**src/rtl/te_sample_decimator.sv**
```systemverilog
// Accumulate-and-dump I/Q decimator feeding the tracking-engine sample FIFO.
// Sums N raw samples, rounds/shifts/saturates each sum and packs {I,Q} into one word.
module te_sample_decimator #(
  parameter int IN_WIDTH  = 4,
  parameter int OUT_WIDTH = 4,
  parameter int ACC_WIDTH = IN_WIDTH + 5
) (
  input  logic                        clk,
  input  logic                        rst,
  input  logic                        enable,
  input  logic [4:0]                  dec_ratio,
  input  logic [3:0]                  out_shift,
  input  logic                        phase_sync,
  input  logic                        adc_valid,
  input  logic signed [IN_WIDTH-1:0]  adc_i,
  input  logic signed [IN_WIDTH-1:0]  adc_q,
  output logic                        sample_valid,
  output logic [2*OUT_WIDTH-1:0]      sample_data,
  input  logic                        sat_clear,
  output logic [15:0]                 sat_count
);

  localparam logic signed [ACC_WIDTH:0] OUT_MAX = (ACC_WIDTH+1)'(2**(OUT_WIDTH-1) - 1);
  localparam logic signed [ACC_WIDTH:0] OUT_MIN = ~OUT_MAX;

  // Round half up then arithmetic shift; oversize shifts clamp to ACC_WIDTH-1.
  function automatic logic signed [ACC_WIDTH:0] rnd_shift(
    input logic signed [ACC_WIDTH-1:0] sum,
    input logic [3:0]                  sh
  );
    logic signed [ACC_WIDTH:0] ext;
    logic signed [ACC_WIDTH:0] half;
    int s;
    s = int'(sh);
    if (s >= ACC_WIDTH) s = ACC_WIDTH - 1;
    ext = {sum[ACC_WIDTH-1], sum};
    if (s == 0) return ext;
    half = (ACC_WIDTH+1)'(1) << (s - 1);
    return (ext + half) >>> s;
  endfunction

  function automatic logic signed [OUT_WIDTH-1:0] clip(input logic signed [ACC_WIDTH:0] r);
    if (r > OUT_MAX) return OUT_MAX[OUT_WIDTH-1:0];
    if (r < OUT_MIN) return OUT_MIN[OUT_WIDTH-1:0];
    return r[OUT_WIDTH-1:0];
  endfunction

  function automatic logic is_sat(input logic signed [ACC_WIDTH:0] r);
    return (r > OUT_MAX) || (r < OUT_MIN);
  endfunction

  logic [4:0]                  cnt;
  logic [4:0]                  ratio_l;
  logic [4:0]                  pos;
  logic [4:0]                  ratio_eff;
  logic                        grp_first;
  logic                        dump;
  logic signed [ACC_WIDTH-1:0] smp_i, smp_q;
  logic signed [ACC_WIDTH-1:0] nxt_i, nxt_q;
  logic signed [ACC_WIDTH-1:0] acc_i_p0, acc_q_p0;
  logic signed [ACC_WIDTH-1:0] sum_i_p1, sum_q_p1;
  logic                        vld_p1;
  logic signed [ACC_WIDTH:0]   rnd_i_p2, rnd_q_p2;
  logic                        word_sat;

  // A phase_sync sample opens a new group, so it behaves exactly like cnt==0.
  assign grp_first = phase_sync || (cnt == '0);
  assign pos       = grp_first ? '0 : cnt;
  assign ratio_eff = grp_first ? dec_ratio : ratio_l;
  assign dump      = enable && adc_valid && (pos == ratio_eff);
  assign smp_i     = {{(ACC_WIDTH-IN_WIDTH){adc_i[IN_WIDTH-1]}}, adc_i};
  assign smp_q     = {{(ACC_WIDTH-IN_WIDTH){adc_q[IN_WIDTH-1]}}, adc_q};
  assign nxt_i     = grp_first ? smp_i : acc_i_p0 + smp_i;
  assign nxt_q     = grp_first ? smp_q : acc_q_p0 + smp_q;

  // Stage 0/1: accumulate, dump the closing sum into stage 1
  always_ff @(posedge clk) begin
    if (rst) begin
      cnt      <= '0;
      ratio_l  <= '0;
      acc_i_p0 <= '0;
      acc_q_p0 <= '0;
      sum_i_p1 <= '0;
      sum_q_p1 <= '0;
      vld_p1   <= 1'b0;
    end else if (!enable) begin
      cnt      <= '0;
      acc_i_p0 <= '0;
      acc_q_p0 <= '0;
      vld_p1   <= 1'b0;
    end else begin
      vld_p1 <= dump;
      if (adc_valid) begin
        if (grp_first) ratio_l <= dec_ratio;
        acc_i_p0 <= nxt_i;
        acc_q_p0 <= nxt_q;
        if (dump) begin
          cnt      <= '0;
          sum_i_p1 <= nxt_i;
          sum_q_p1 <= nxt_q;
        end else begin
          cnt <= pos + 5'd1;
        end
      end else if (phase_sync) begin
        cnt <= '0;
      end
    end
  end

  assign rnd_i_p2 = rnd_shift(sum_i_p1, out_shift);
  assign rnd_q_p2 = rnd_shift(sum_q_p1, out_shift);
  assign word_sat = is_sat(rnd_i_p2) || is_sat(rnd_q_p2);

  // Stage 2: round, saturate, pack and count clipped words
  always_ff @(posedge clk) begin
    if (rst) begin
      sample_valid <= 1'b0;
      sample_data  <= '0;
      sat_count    <= '0;
    end else begin
      sample_valid <= vld_p1 && enable;
      if (vld_p1 && enable) sample_data <= {clip(rnd_i_p2), clip(rnd_q_p2)};
      if (sat_clear)
        sat_count <= '0;
      else if (vld_p1 && enable && word_sat && (sat_count != 16'hFFFF))
        sat_count <= sat_count + 16'd1;
    end
  end

endmodule

```
**config.mk**
```make
export PLATFORM = sky130hd
export DESIGN_NAME = te_sample_decimator
export DESIGN_NICKNAME = d
export VERILOG_FILES = /design/src/rtl/te_sample_decimator.sv
export SDC_FILE = /design/constraint.sdc
export NUM_CORES = 1
export LEC_CHECK = 0
export BUFFER_PORTS_ARGS = -buffer_cell sky130_fd_sc_hd__buf_2
export CAP_MARGIN = 5
export CORE_MARGIN = 1.5
export CORE_UTILIZATION = 60
export CTS_BUF_LIST = sky130_fd_sc_hd__clkbuf_4
export DETAILED_ROUTE_END_ITERATION = 12
export PLACE_DENSITY = 0.8
export SLEW_MARGIN = 40
export SYNTH_ARGS = -nofsm -noshare
export SYNTH_HDL_FRONTEND = slang
export SYNTH_SLANG_ARGS = --single-unit
```
**constraint.sdc**
```tcl
create_clock -name clk -period 15.6 [get_ports clk]
set_clock_uncertainty 0.05 [all_clocks]
set_input_delay 2.34 -clock clk [delete_from_list [all_inputs] [get_ports clk]]
set_output_delay 2.34 -clock clk [all_outputs]
set_load 0.005 [all_outputs]
```
==> Word-level counts from Yosys, hierarchy flattened <==
Cells that the tools add are included.
W data, S select, Z words.
{ "totals": {"register_bits": 72, "latchBits": 0, "ram_bits": 0, "mem_bits_ro": 0, "output_inout_bits": 25, "elab_cells": 79, "mem_count": 0} }
{ "classes": {"n_addsub": 7, "n_mul": 0, "n_div": 0, "magnitude_cmp": 5, "n_eq_ne": 2, "n_shift": 3, "muxes": 35, "bitwise_logic": 1, "reduce_logical": 16} }
{ "op_table": {"columns": ["operator", "count"], "rows": [
  ["$sshr A10 B32 Y10", 2],
  ["$mux W10", 4],
  ["$mux W4", 9],
  ["$logic_not A32 Y1", 1],
  ["$shl A1 B32 Y10 const A", 1],
  ["$sub A32 B2 Y32 const B", 1],
  ["$mux W5", 5],
  ["$add A9 B10 Y10", 2],
  ["$gt A10 B4 Y1 const B", 2],
  ["$lt A10 B4 Y1 const B", 2],
  ["$add A9 B4 Y9", 2],
  ["$mux W9", 2],
  ["$add A16 B1 Y16 const B", 1],
  ["$ne A16 B16 Y1 const B", 1],
  ["$mux W1", 15],
  ["$add A5 B1 Y5 const B", 1],
  ["$eq A5 B5 Y1", 1],
  ["$logic_and A1 B1 Y1", 5],
  ["$logic_not A5 Y1", 1],
  ["$ge A4 B4 Y1 const B", 1],
  ["$logic_or A1 B1 Y1", 4],
  ["$reduce_or A2 Y1", 2],
  ["$reduce_and A3 Y1", 1],
  ["$reduce_and A2 Y1", 1],
  ["2 further kinds", 2]
]} }

==> Logic depth before layout (Yosys ltp) <==
{ "depth": {"depth_word": 16, "mapped_depth": 27} }

==> Worst setup path before layout <==
No wires, ideal clock.
{ "synth_path": {"kind": "input-to-reg", "from": "input port out_shift[1]", "to": "register sat_count[13]", "arrival_ns": 7.776, "slack_ns": 7.703, "cell_stages": 23, "path_cell_list": "clkbuf_2 > nor2b_1 > buf_2 > clkinv_1 > clkbuf_1 > ha_1 > nand2b_1 > a2111o_1 > nor2_1 > ha_1 > a21o_1 > or3_4 > o2bb2ai_4 > a31oi_2 > or3_1 > o2111ai_1 > a2111o_1 > o211ai_1 > nor4bb_1 > o211a_4 > or4_4 > or4_1 > a21oi_1"} }
{ "synth_via": {"elab_chain_len": 12, "elab_cells_between_ends": 21} }
{ "synth_lines": {"columns": ["item", "line_no", "text"], "rows": [
  ["start, declared", "12", "input logic [3:0] out_shift,"],
  ["$ge A4 B4 Y1", "35", "if (s >= ACC_WIDTH) s = ACC_WIDTH - 1;"],
  ["$mux W4 (*)", "35", null],
  ["$sub A32 B2 Y32", "38", "half = (ACC_WIDTH+1)'(1) << (s - 1);"],
  ["$shl A1 B32 Y10", "38", null],
  ["$add A9 B10 Y10", "39", "return (ext + half) >>> s;"],
  ["$sshr A10 B32 Y10", "39", null],
  ["$mux W10", "38", null],
  ["$gt A10 B4 Y1 / $lt A10 B4 Y1 (equally long branches)", "49", "return (r > OUT_MAX) || (r < OUT_MIN);"],
  ["$logic_or A1 B1 Y1", "49", null],
  ["$logic_or A1 B1 Y1 (*)", "112", "assign word_sat = is_sat(rnd_i_p2) || is_sat(rnd_q_p2);"],
  ["$logic_and A1 B1 Y1 (*) (2 in series)", "125", "else if (vld_p1 && enable && word_sat && (sat_count != 16'hFFFF))"],
  ["end signal, assigned", "126", "sat_count <= sat_count + 16'd1;"],
  ["end, declared", "20", "output logic [15:0] sat_count"]
]} }
Every way passes the cells marked *; elsewhere a longest branch is shown, timed or not.
A chain may end at the register's enable or synchronous reset.

==> Worst setup path after layout <==
{ "layout_path": {"from": "input port out_shift[3]", "to": "register sat_count[13]"} }
The elaborated chain is that of the path after synthesis.

==> impl_metrics.json <==
{
  "status": "complete, no violations",
  "drt_iter0_drc": 478,
  "syn_inst": 810,
  "grt_setup_unrepaired": "no",
  "path_class": "primary input to flip-flop",
  "period_minus_slack_ns": 9.02,
  "cts.repair.resized": 0,
  "routed_wl_um": 18100,
  "cts_setup_buffers": 0,
  "die_w_um": 105,
  "powerDensity_mw_per_mm2": 61.1,
  "worstPathRequired_ns": 15.91,
  "slew_viol_final": 0,
  "grt_max_degree": 48,
  "synth-seq-cells": 72,
  "tns_ns": 0,
  "ff2ff_path_depth": 15,
  "clkPwrFrac": 0.280,
  "num_antenna_cells": 0,
  "intPower_uw": 274,
  "post-route-period-util": 0.578,
  "rrSetupSlack_ns": 10.77,
  "worstPathMaxFanout": 20,
  "worstPathArrival_ns": 9.34,
  "maxCapViolCount": 0,
  "min_to": "sample_valid$_SDFF_PP0_",
  "worst_slack_ns": 6.58,
  "grtUsageTotal": 0.327,
  "synth_edf_count": 0,
  "synthDistinctLibCells": 90,
  "grt_pass1_wl_um": 29400,
  "route.detailed.drc": 0,
  "vias": 6320,
  "final_common_cell": "nor2_1",
  "p_leak_uw": 0.00263,
  "irDropWorstVdd_mv": 0.0796,
  "final_cell_mix": "nor2_1 (106), dfxtp_1 (72), a21oi_1 (57)",
  "fmax_ghz": 0.111,
  "hold_depth": 2,
  "timing.rr.end": "sat_count[13]$_SDFFE_PP0P_",
  "seq_area_mm2": 0.00144,
  "n_fill_cell": 906,
  "p_total_uw": 405,
  "cts-buffers-inserted": 9,
  "finalHoldViolations": 0,
  "synth-adder-area-share": 0.0826,
  "start_util": 0.613,
  "antenna_left": 0,
  "crit_path_end_kind": "flip-flop",
  "cp.buffers_inverters": 3,
  "cpPeakStageDelay_ns": 0.56,
  "yosysSeqAreaShare": 0.230,
  "synth_area_per_cell_um2": 7.74,
  "grt_pass1_vias": 5813,
  "seqPwrFrac": 0.474,
  "hp-start": "vld_p1$_SDFF_PP0_",
  "avgViaCountPerCell": 6.56,
  "setup_viol": 0,
  "cts-root-buf": "clkbuf_4",
  "synth.yosys.warnings": 0,
  "slew_headroom": 0.449,
  "synth_compound_area_frac": 0.293,
  "fp.dieH_um": 105,
  "cts_sinks": 72,
  "pre_cts_ws_ns": 6.39,
  "place_hpwl_um": 13600,
  "wire_per_inst_um": 18.8,
  "drive_gt1_frac": 0.125,
  "gp_congestion": 0.969,
  "synth_flop_cell": "dfxtp_1",
  "rows": 37,
  "coreArea_mm2": 0.0102,
  "synth_simple_gate_area_frac": 0.222,
  "r2r-start": "sum_i_p1[0]$_SDFFE_PP0P_",
  "synthArstFlopShare": 0,
  "timing.hold.ws_ns": 0.418,
  "synth_mux_area_frac": 0.0443,
  "clk_pin_slew_ns": 0.12,
  "cp_slowest_cell": "or4_4",
  "synth_top_family_by_area": "compound AO/OA/AOI/OAI gates",
  "tritoncts": "done",
  "cts_hold_buffers": 0,
  "synthXorXnorAreaFrac": 0.0762,
  "dr.pass1.iters": 5,
  "antenna_found_initial": 0,
  "io_pins": 48,
  "start_kind": "primary input",
  "htree_levels": 3,
  "io_buffers": 47,
  "swShare": 0.322,
  "multi_input_area_mm2": 0.00451,
  "tightestPinTransition_ns": 0.823,
  "syn_area_mm2": 0.00627,
  "dieArea_mm2": 0.0111,
  "fin_nets": 884,
  "gr-total-overflow": 0,
  "cts_buffer_depth": 2,
  "hold_class": "flip-flop to flip-flop",
  "area_growth_pct": 5.69,
  "worstPathCellList": "buf_2, nor2b_1, buf_4, clkinv_1, ha_1, o21bai_1, a21oi_2, nand3_1, nor2_1, ha_1, fa_1, nor2_1, mux2_1, o41ai_1, a31oi_1, mux2i_2, mux2i_1, a211oi_1, nor3_1, a41o_1, o211a_4, or4_4, or4_1, a21oi_1",
  "combPwrFrac": 0.247,
  "path_delay_family": "compound AO/OA/AOI/OAI gates",
  "synth_nets": 872,
  "p_sw_uw": 131,
  "clock_latency_ns": 0.42
}
==> stage by stage <==
stage / utilization / instances / cell area, µm²
CTS: 0.648 / 963 / 6630
finish: 0.648 / 963 / 6630
global route: 0.648 / 963 / 6630
floorplan: - / 810 / 6270
detailed placement: 0.635 / 947 / 6500
global placement: 0.634 / 947 / 6490
==> logic make-up (layout without fill, tap and decap cells) <==
logic type / after synthesis / count (layout)
flops: 72 / 72
buf+inv: 80 / 97
xor+xnor: 52 / 52
simple gates: 284 / 284
mux: 23 / 23
compound gates: 260 / 260
fa+ha+maj: 39 / 39
==> registers in the layout, summed over array words and instances (netlist names), 5 cells and up <==
signal / flops
cnt: 5
ratio_l: 5
sum_q_p1: 9
sample_data: 8
acc_q_p0: 9
sum_i_p1: 9
acc_i_p0: 9
sat_count: 16
==> cell type report <==
cell class              count  share of cell area
multi-input cells         658               0.681
flip-flops and latches     72               0.218
repair buffers             50              0.0389
well taps                 136              0.0257
inverters                  31              0.0176
clock buffers              11              0.0125
clock inverters             5             0.00718
==> power by group through the flow <==
stage	sequential [µW]	clock (µW)	combinational, µW
2_1_floorplan	194	0	75.2
3_3_place_gp	196	0	94.2
3_5_place_dp	196	0	96.8
4_1_cts	192	115	97.5
5_1_grt	192	121	109
6_report	192	113	99.8
==> synth_stat cells, types with 6 or more instances <==
cell type  number  share of area
or3_1           9         0.0090
nand2b_1        6         0.0060
nor3_1         25          0.020
and3_1          8         0.0080
buf_2           6         0.0048
o211ai_1       11          0.013
inv_1          28          0.017
nor2_1        106          0.063
and2_1          8         0.0080
xnor2_1        32          0.045
o21ai_0        40          0.032
nand3_1        20          0.016
dfxtp_1        72           0.23
a21o_1         16          0.019
o22ai_1         8         0.0080
a21oi_1        59          0.047
nand4_1         8         0.0080
nor2b_1        11          0.011
xor2_1         17          0.024
or2_2           8         0.0080
clkbuf_1       36          0.022
nand2_1        48          0.029
a31oi_1         9         0.0090
ha_1           35          0.070
mux2i_1        14          0.022
a211oi_1       47          0.056
==> tightest hold or removal path: stages (launching register included) <==
cell and delay [ns]:
dfxtp_1 0.34, inv_1 0.07, nor2_1 0.04
==> layer usage <==
metal  global-route usage  part of all wire  up-vias
li1                     -                 -     3018
met1                0.417              0.42     2996
met2                0.553              0.48      259
met3               0.0445             0.067       47
met4                0.141             0.033        0
met5                    0                 0        -
==> how the worst max path moves through the flow <==
stage	start	end	slack [ns]	depth (start not counted)
final	out_shift[3]	sat_count[13]$_SDFFE_PP0P_	6.58	24
after global routing	out_shift[3]	sat_count[13]$_SDFFE_PP0P_	6.14	22
after global placement	out_shift[3]	sat_count[13]$_SDFFE_PP0P_	6.36	24
after detailed placement	out_shift[3]	sat_count[13]$_SDFFE_PP0P_	6.39	22
after CTS	out_shift[3]	sat_count[13]$_SDFFE_PP0P_	6.79	22
after floorplan	out_shift[1]	sat_count[13]$_SDFFE_PP0P_	7.70	23
(Power assumes the default switching activity.)
